**config.mk**
```make
export PLATFORM = sky130hd
export DESIGN_NAME = gate_share_arb
export DESIGN_NICKNAME = d
export VERILOG_FILES = /design/src/rtl/gate_share_arb.sv
export SDC_FILE = /design/constraint.sdc
export NUM_CORES = 1
export LEC_CHECK = 0
export ABC_AREA = 1
export CAP_MARGIN = 10
export CORE_UTILIZATION = 40
export DETAILED_ROUTE_END_ITERATION = 16
export PLACE_DENSITY = 0.69
export SLEW_MARGIN = 20
export SYNTH_ARGS = -nofsm -noshare
export SYNTH_HDL_FRONTEND = slang
export SYNTH_SLANG_ARGS = --single-unit
```
**constraint.sdc**
```tcl
create_clock -name clk -period 1.25 [get_ports clk]
set_input_delay 0.25 -clock clk [delete_from_list [all_inputs] [get_ports clk]]
set_output_delay 0.25 -clock clk [all_outputs]
set_load 0.005 [all_outputs]
```
**src/rtl/gate_share_arb.sv**
```systemverilog
// gate_share_arb: time-multiplexes a single 2-input gate between NREQ
// requesters. A granted operand is reduced one bit per cycle and the
// result is returned together with the requester index.
module gate_share_arb #(
    parameter int NREQ  = 2,
    parameter int WIDTH = 4,
    localparam int IDW  = (NREQ > 1) ? $clog2(NREQ) : 1
) (
    input  logic                    clk,
    input  logic                    rst_n,
    input  logic [NREQ-1:0]         req_valid,
    output logic [NREQ-1:0]         req_ready,
    input  logic [NREQ*WIDTH-1:0]   req_data,
    input  logic [NREQ*2-1:0]       req_op,
    output logic                    rsp_valid,
    input  logic                    rsp_ready,
    output logic                    rsp_result,
    output logic [IDW-1:0]          rsp_id
);

    localparam int CW = $clog2(WIDTH) + 1;
    localparam logic [CW-1:0] LAST_CNT = CW'(WIDTH - 1);

    typedef enum logic [1:0] {
        IDLE = 2'd0,
        BUSY = 2'd1,
        DONE = 2'd2
    } state_t;

    state_t               state_q;
    state_t               state_d;

    logic [WIDTH-1:0]     sh_q;
    logic                 acc_q;
    logic [CW-1:0]        cnt_q;
    logic [1:0]           op_q;
    logic [IDW-1:0]       id_q;
    logic [IDW-1:0]       last_q;

    logic                 grant_found;
    logic [NREQ-1:0]      grant_oh;
    logic [IDW-1:0]       grant_idx;
    logic [WIDTH-1:0]     sel_data;
    logic [1:0]           sel_op;
    logic                 accept;
    logic                 next_acc;

    // Round-robin search: first pass covers indices above last, second pass wraps to the rest.
    always_comb begin
        grant_found = 1'b0;
        grant_oh    = '0;
        grant_idx   = '0;
        sel_data    = '0;
        sel_op      = '0;
        for (int i = 0; i < NREQ; i++) begin
            if (!grant_found && req_valid[i] && (i > int'(last_q))) begin
                grant_found = 1'b1;
                grant_oh[i] = 1'b1;
                grant_idx   = IDW'(i);
                sel_data    = req_data[i*WIDTH +: WIDTH];
                sel_op      = req_op[i*2 +: 2];
            end
        end
        for (int i = 0; i < NREQ; i++) begin
            if (!grant_found && req_valid[i] && (i <= int'(last_q))) begin
                grant_found = 1'b1;
                grant_oh[i] = 1'b1;
                grant_idx   = IDW'(i);
                sel_data    = req_data[i*WIDTH +: WIDTH];
                sel_op      = req_op[i*2 +: 2];
            end
        end
    end

    // Shared gate: NAND is reduced as AND and inverted once at the end.
    always_comb begin
        case (op_q)
            2'b01:   next_acc = acc_q | sh_q[0];
            2'b10:   next_acc = acc_q ^ sh_q[0];
            default: next_acc = acc_q & sh_q[0];
        endcase
    end

    // State register.
    always_ff @(posedge clk or negedge rst_n) begin
        if (!rst_n) begin
            state_q <= IDLE;
        end else begin
            state_q <= state_d;
        end
    end

    // Next-state and ready logic; ready is held low while reset is asserted.
    always_comb begin
        state_d   = state_q;
        req_ready = '0;
        accept    = 1'b0;
        case (state_q)
            IDLE: begin
                if (grant_found && rst_n) begin
                    req_ready = grant_oh;
                    accept    = 1'b1;
                    state_d   = (WIDTH > 1) ? BUSY : DONE;
                end
            end
            BUSY: begin
                if (cnt_q == LAST_CNT) begin
                    state_d = DONE;
                end
            end
            DONE: begin
                if (rsp_ready) begin
                    state_d = IDLE;
                end
            end
            default: state_d = IDLE;
        endcase
    end

    // Datapath: capture on accept, shift and reduce in BUSY, present the result on entry to DONE.
    always_ff @(posedge clk or negedge rst_n) begin
        if (!rst_n) begin
            sh_q       <= '0;
            acc_q      <= 1'b0;
            cnt_q      <= '0;
            op_q       <= '0;
            id_q       <= '0;
            last_q     <= IDW'(NREQ - 1);
            rsp_valid  <= 1'b0;
            rsp_result <= 1'b0;
            rsp_id     <= '0;
        end else begin
            if (accept) begin
                sh_q   <= sel_data >> 1;
                acc_q  <= sel_data[0];
                cnt_q  <= CW'(1);
                op_q   <= sel_op;
                id_q   <= grant_idx;
                last_q <= grant_idx;
                if (WIDTH == 1) begin
                    rsp_valid  <= 1'b1;
                    rsp_result <= sel_data[0] ^ (sel_op == 2'b11);
                    rsp_id     <= grant_idx;
                end
            end else if (state_q == BUSY) begin
                acc_q <= next_acc;
                sh_q  <= sh_q >> 1;
                cnt_q <= cnt_q + CW'(1);
                if (cnt_q == LAST_CNT) begin
                    rsp_valid  <= 1'b1;
                    rsp_result <= next_acc ^ (op_q == 2'b11);
                    rsp_id     <= id_q;
                end
            end else if ((state_q == DONE) && rsp_ready) begin
                rsp_valid <= 1'b0;
            end
        end
    end

endmodule
```
==> impl_metrics.ini <==
[global_route]
grt_pass1_wl_um = 3820
grt_pass1_vias = 866
grt_start_max_net_pins = 13
overflow = 0
grt_usage = 0.203
antenna_found_initial = 0

[finish]
fillCellCount = 205
final_area_um2 = 1400
drive_above_1_share = 0.305
final_util = 0.631
syn2layout_area_growth_pct = 49.1
n_antenna_cell = 0
nets = 179

[route]
totalWireLength_um = 2240
routed_via_density = 4.69
drc_errors = 0
postRouteAntennaNets = 0
wire_per_inst_um = 12.3
drtIter0Drc = 11
num_vias = 854
dr.pass1.iters = 4

[clocking]
cts_sinks = 16
cts_tree = done
clock-root-buffer = clkbuf_4
cts_made_buffers = 3
htreeDepth = 1
hold_buffers = 0
insertion_delay_ns = 0.29
clkSlewWorstSetupHoldPaths_ns = 0.10
clock_path_buffers = 2

[synthesis]
synth_cells = 116
ys_seq_area_frac = 0.429
synth.cell_area_um2 = 936
synth_fp_nets = 140
avgSynthCellArea_um2 = 8.07
synth_top_area_share = 0.401
synth_top_area_cell = dfrtp_1
yosys_warnings = 0
synthTopCellsByArea = dfrtp_1 (40%), nand2_1 (14%), ha_1 (9.4%)
ys_ff_latch = 16
ys_types = 19

[critical_path]
critPathBufInv = 2
critPathMaxStageDelay_ns = 0.56
worstPathMaxFanout = 3
crit_arrival_ns = 1.22
worstSetupEndpointType = primary output
crit_type = reg2out
cp.required_ns = 1.00
crit_family = flip-flops
crit_path_top_delay_cell = dfstp_2
critPathLaunchType = register
crit_chain = inv_4 > nand2_4 > nand3_4 > nor2_4 > buf_2

[sta]
slew_violations = 0
setup_viol = 5
hold_violations = 0
fmax_ghz = 0.679
holdWs_ns = 0.217
min_period_over_period = 1.18
relSlewSlack = 0.788
period_needed_ns = 1.47
worst_pin_slew_ns = 0.317
rsz0062_at_grt = true
post-route-worst-setup-slack_ns = -0.222
fin_worst_skew_ns = 0.00351

[floorplanning]
top_level_ports = 22
die_h_um = 50.4
initial_core_util = 0.423
rows = 17
fp.dieArea_um2 = 2540
die_w_um = 50.4
core-area_um2 = 2210

[status]
violations = negative setup slack
status = finished with violations

[power]
power.density_nw_per_um2 = 2210
peakVddDrop_uv = 1270
total_leakage_power_nw = 0.701

[placement]
gp_congestion = 0.781
hpwlAfterDp_um = 1670
place_ws_ns = -0.636
place_area_um2 = 1270
numPortBuffers = 21

[hold_path]
hp-class = in2async

[job]
drv_cap = 0
-- stage by stage --
| stage | total power [mW] | cells | TNS [ns] |
|---|---|---|---|
| after global placement | 2.39 | 176 | -4.72 |
| final | 3.09 | 182 | -0.580 |
| after global routing | 3.36 | 182 | -1.06 |
| after CTS | 2.98 | 182 | -0.843 |
| after floorplan | 1.87 | 116 | 0 |
| after detailed placement | 2.46 | 176 | -5.21 |
-- timing repair --
item | CTS | global route
gates resized for setup | 33 | 11
pin swaps | 12 | 12
setup endpoints to repair | 14 | 14
setup buffers | 2 | 1
-- synth_stat cells, drive strengths merged --
cell / n
nand2: 38
nor2: 4
nand3: 8
dfstp: 1
or2: 2
dfrtp: 15
o22ai: 1
a21oi: 4
o211ai: 2
o31ai: 1
inv: 24
o21ai: 9
ha: 7
-- kinds of logic (layout without fill, tap and decap cells) --
group / count (synthesis) / in the layout / share of synthesized area
AND/OR/NAND/NOR: 52 / 52 / 0.281
AO/OA/AOI/OAI: 17 / 17 / 0.100
buffers and inverters: 24 / 62 / 0.0963
flip-flops: 16 / 16 / 0.429
adder cells (fa/ha/maj): 7 / 7 / 0.0936
-- placed cells by master (no fill, tap or decap), drive strengths merged, types with 5 or more instances in the layout --
cell           count
dlygate4sd2        5
dfrtp             15
ha                 7
inv               24
clkdlybuf4s50     13
o21ai              9
buf               15
nand3              8
nand2             38
-- layer usage --
layer  global-route usage  vias to the layer above  share of wire
met1                0.237                      402           0.46
li1                     -                      437              -
met5                    0                        -              0
met3               0.0303                        2          0.023
met4               0.0741                        0         0.0071
met2                0.371                       13           0.51
-- cell type report --
cell class                 instances  area, µm²  share of cell area
inverter                          24       97.6              0.0700
timing repair buffer              34        299               0.214
sequential                        16        402               0.288
tap                               28       35.0              0.0251
multi-input combinational         76        526               0.377
clock buffer                       4       36.3              0.0260
-- path summary, 6_finish.rpt --
path / start / endpoint / slack, ns / depth (start not counted)
worst max register to register: op_q[1]$_DFFE_PN0P_ / rsp_result$_DFFE_PN0P_ / -0.07 / 5
worst min-delay path: rst_n / sh_q[1]$_DFFE_PN0P_ / 0.22 / 2
worst min register to register: sh_q[2]$_DFFE_PN0P_ / sh_q[2]$_DFFE_PN0P_ / 0.49 / 2
worst max-delay path: last_q$_DFFE_PN1P_ / req_ready[0] / -0.22 / 5
max in group asynchronous: rst_n / last_q$_DFFE_PN1P_ / 0.76 / 2
min in group clk: sh_q[2]$_DFFE_PN0P_ / sh_q[2]$_DFFE_PN0P_ / 0.49 / 2
-- sequential cells by signal (all words and copies together), names as in the netlist --
| register | flops |
|---|---|
| cnt_q | 3 |
| sh_q | 3 |
| op_q | 2 |
| state_q | 2 |
| acc_q | 1 |
| id_q | 1 |
| last_q | 1 |
| rsp_id | 1 |
| rsp_result | 1 |
| rsp_valid | 1 |
-- power breakdown --
part           total [mW]  internal (mW)  leakage [nW]  switching [mW]
registers           0.925          0.772         0.196           0.153
clock network       0.355          0.177        0.0210           0.178
logic                1.81          0.827         0.485           0.980
total                3.09           1.78         0.701            1.31
No activity file was read; power rests on OpenSTA's default activity.
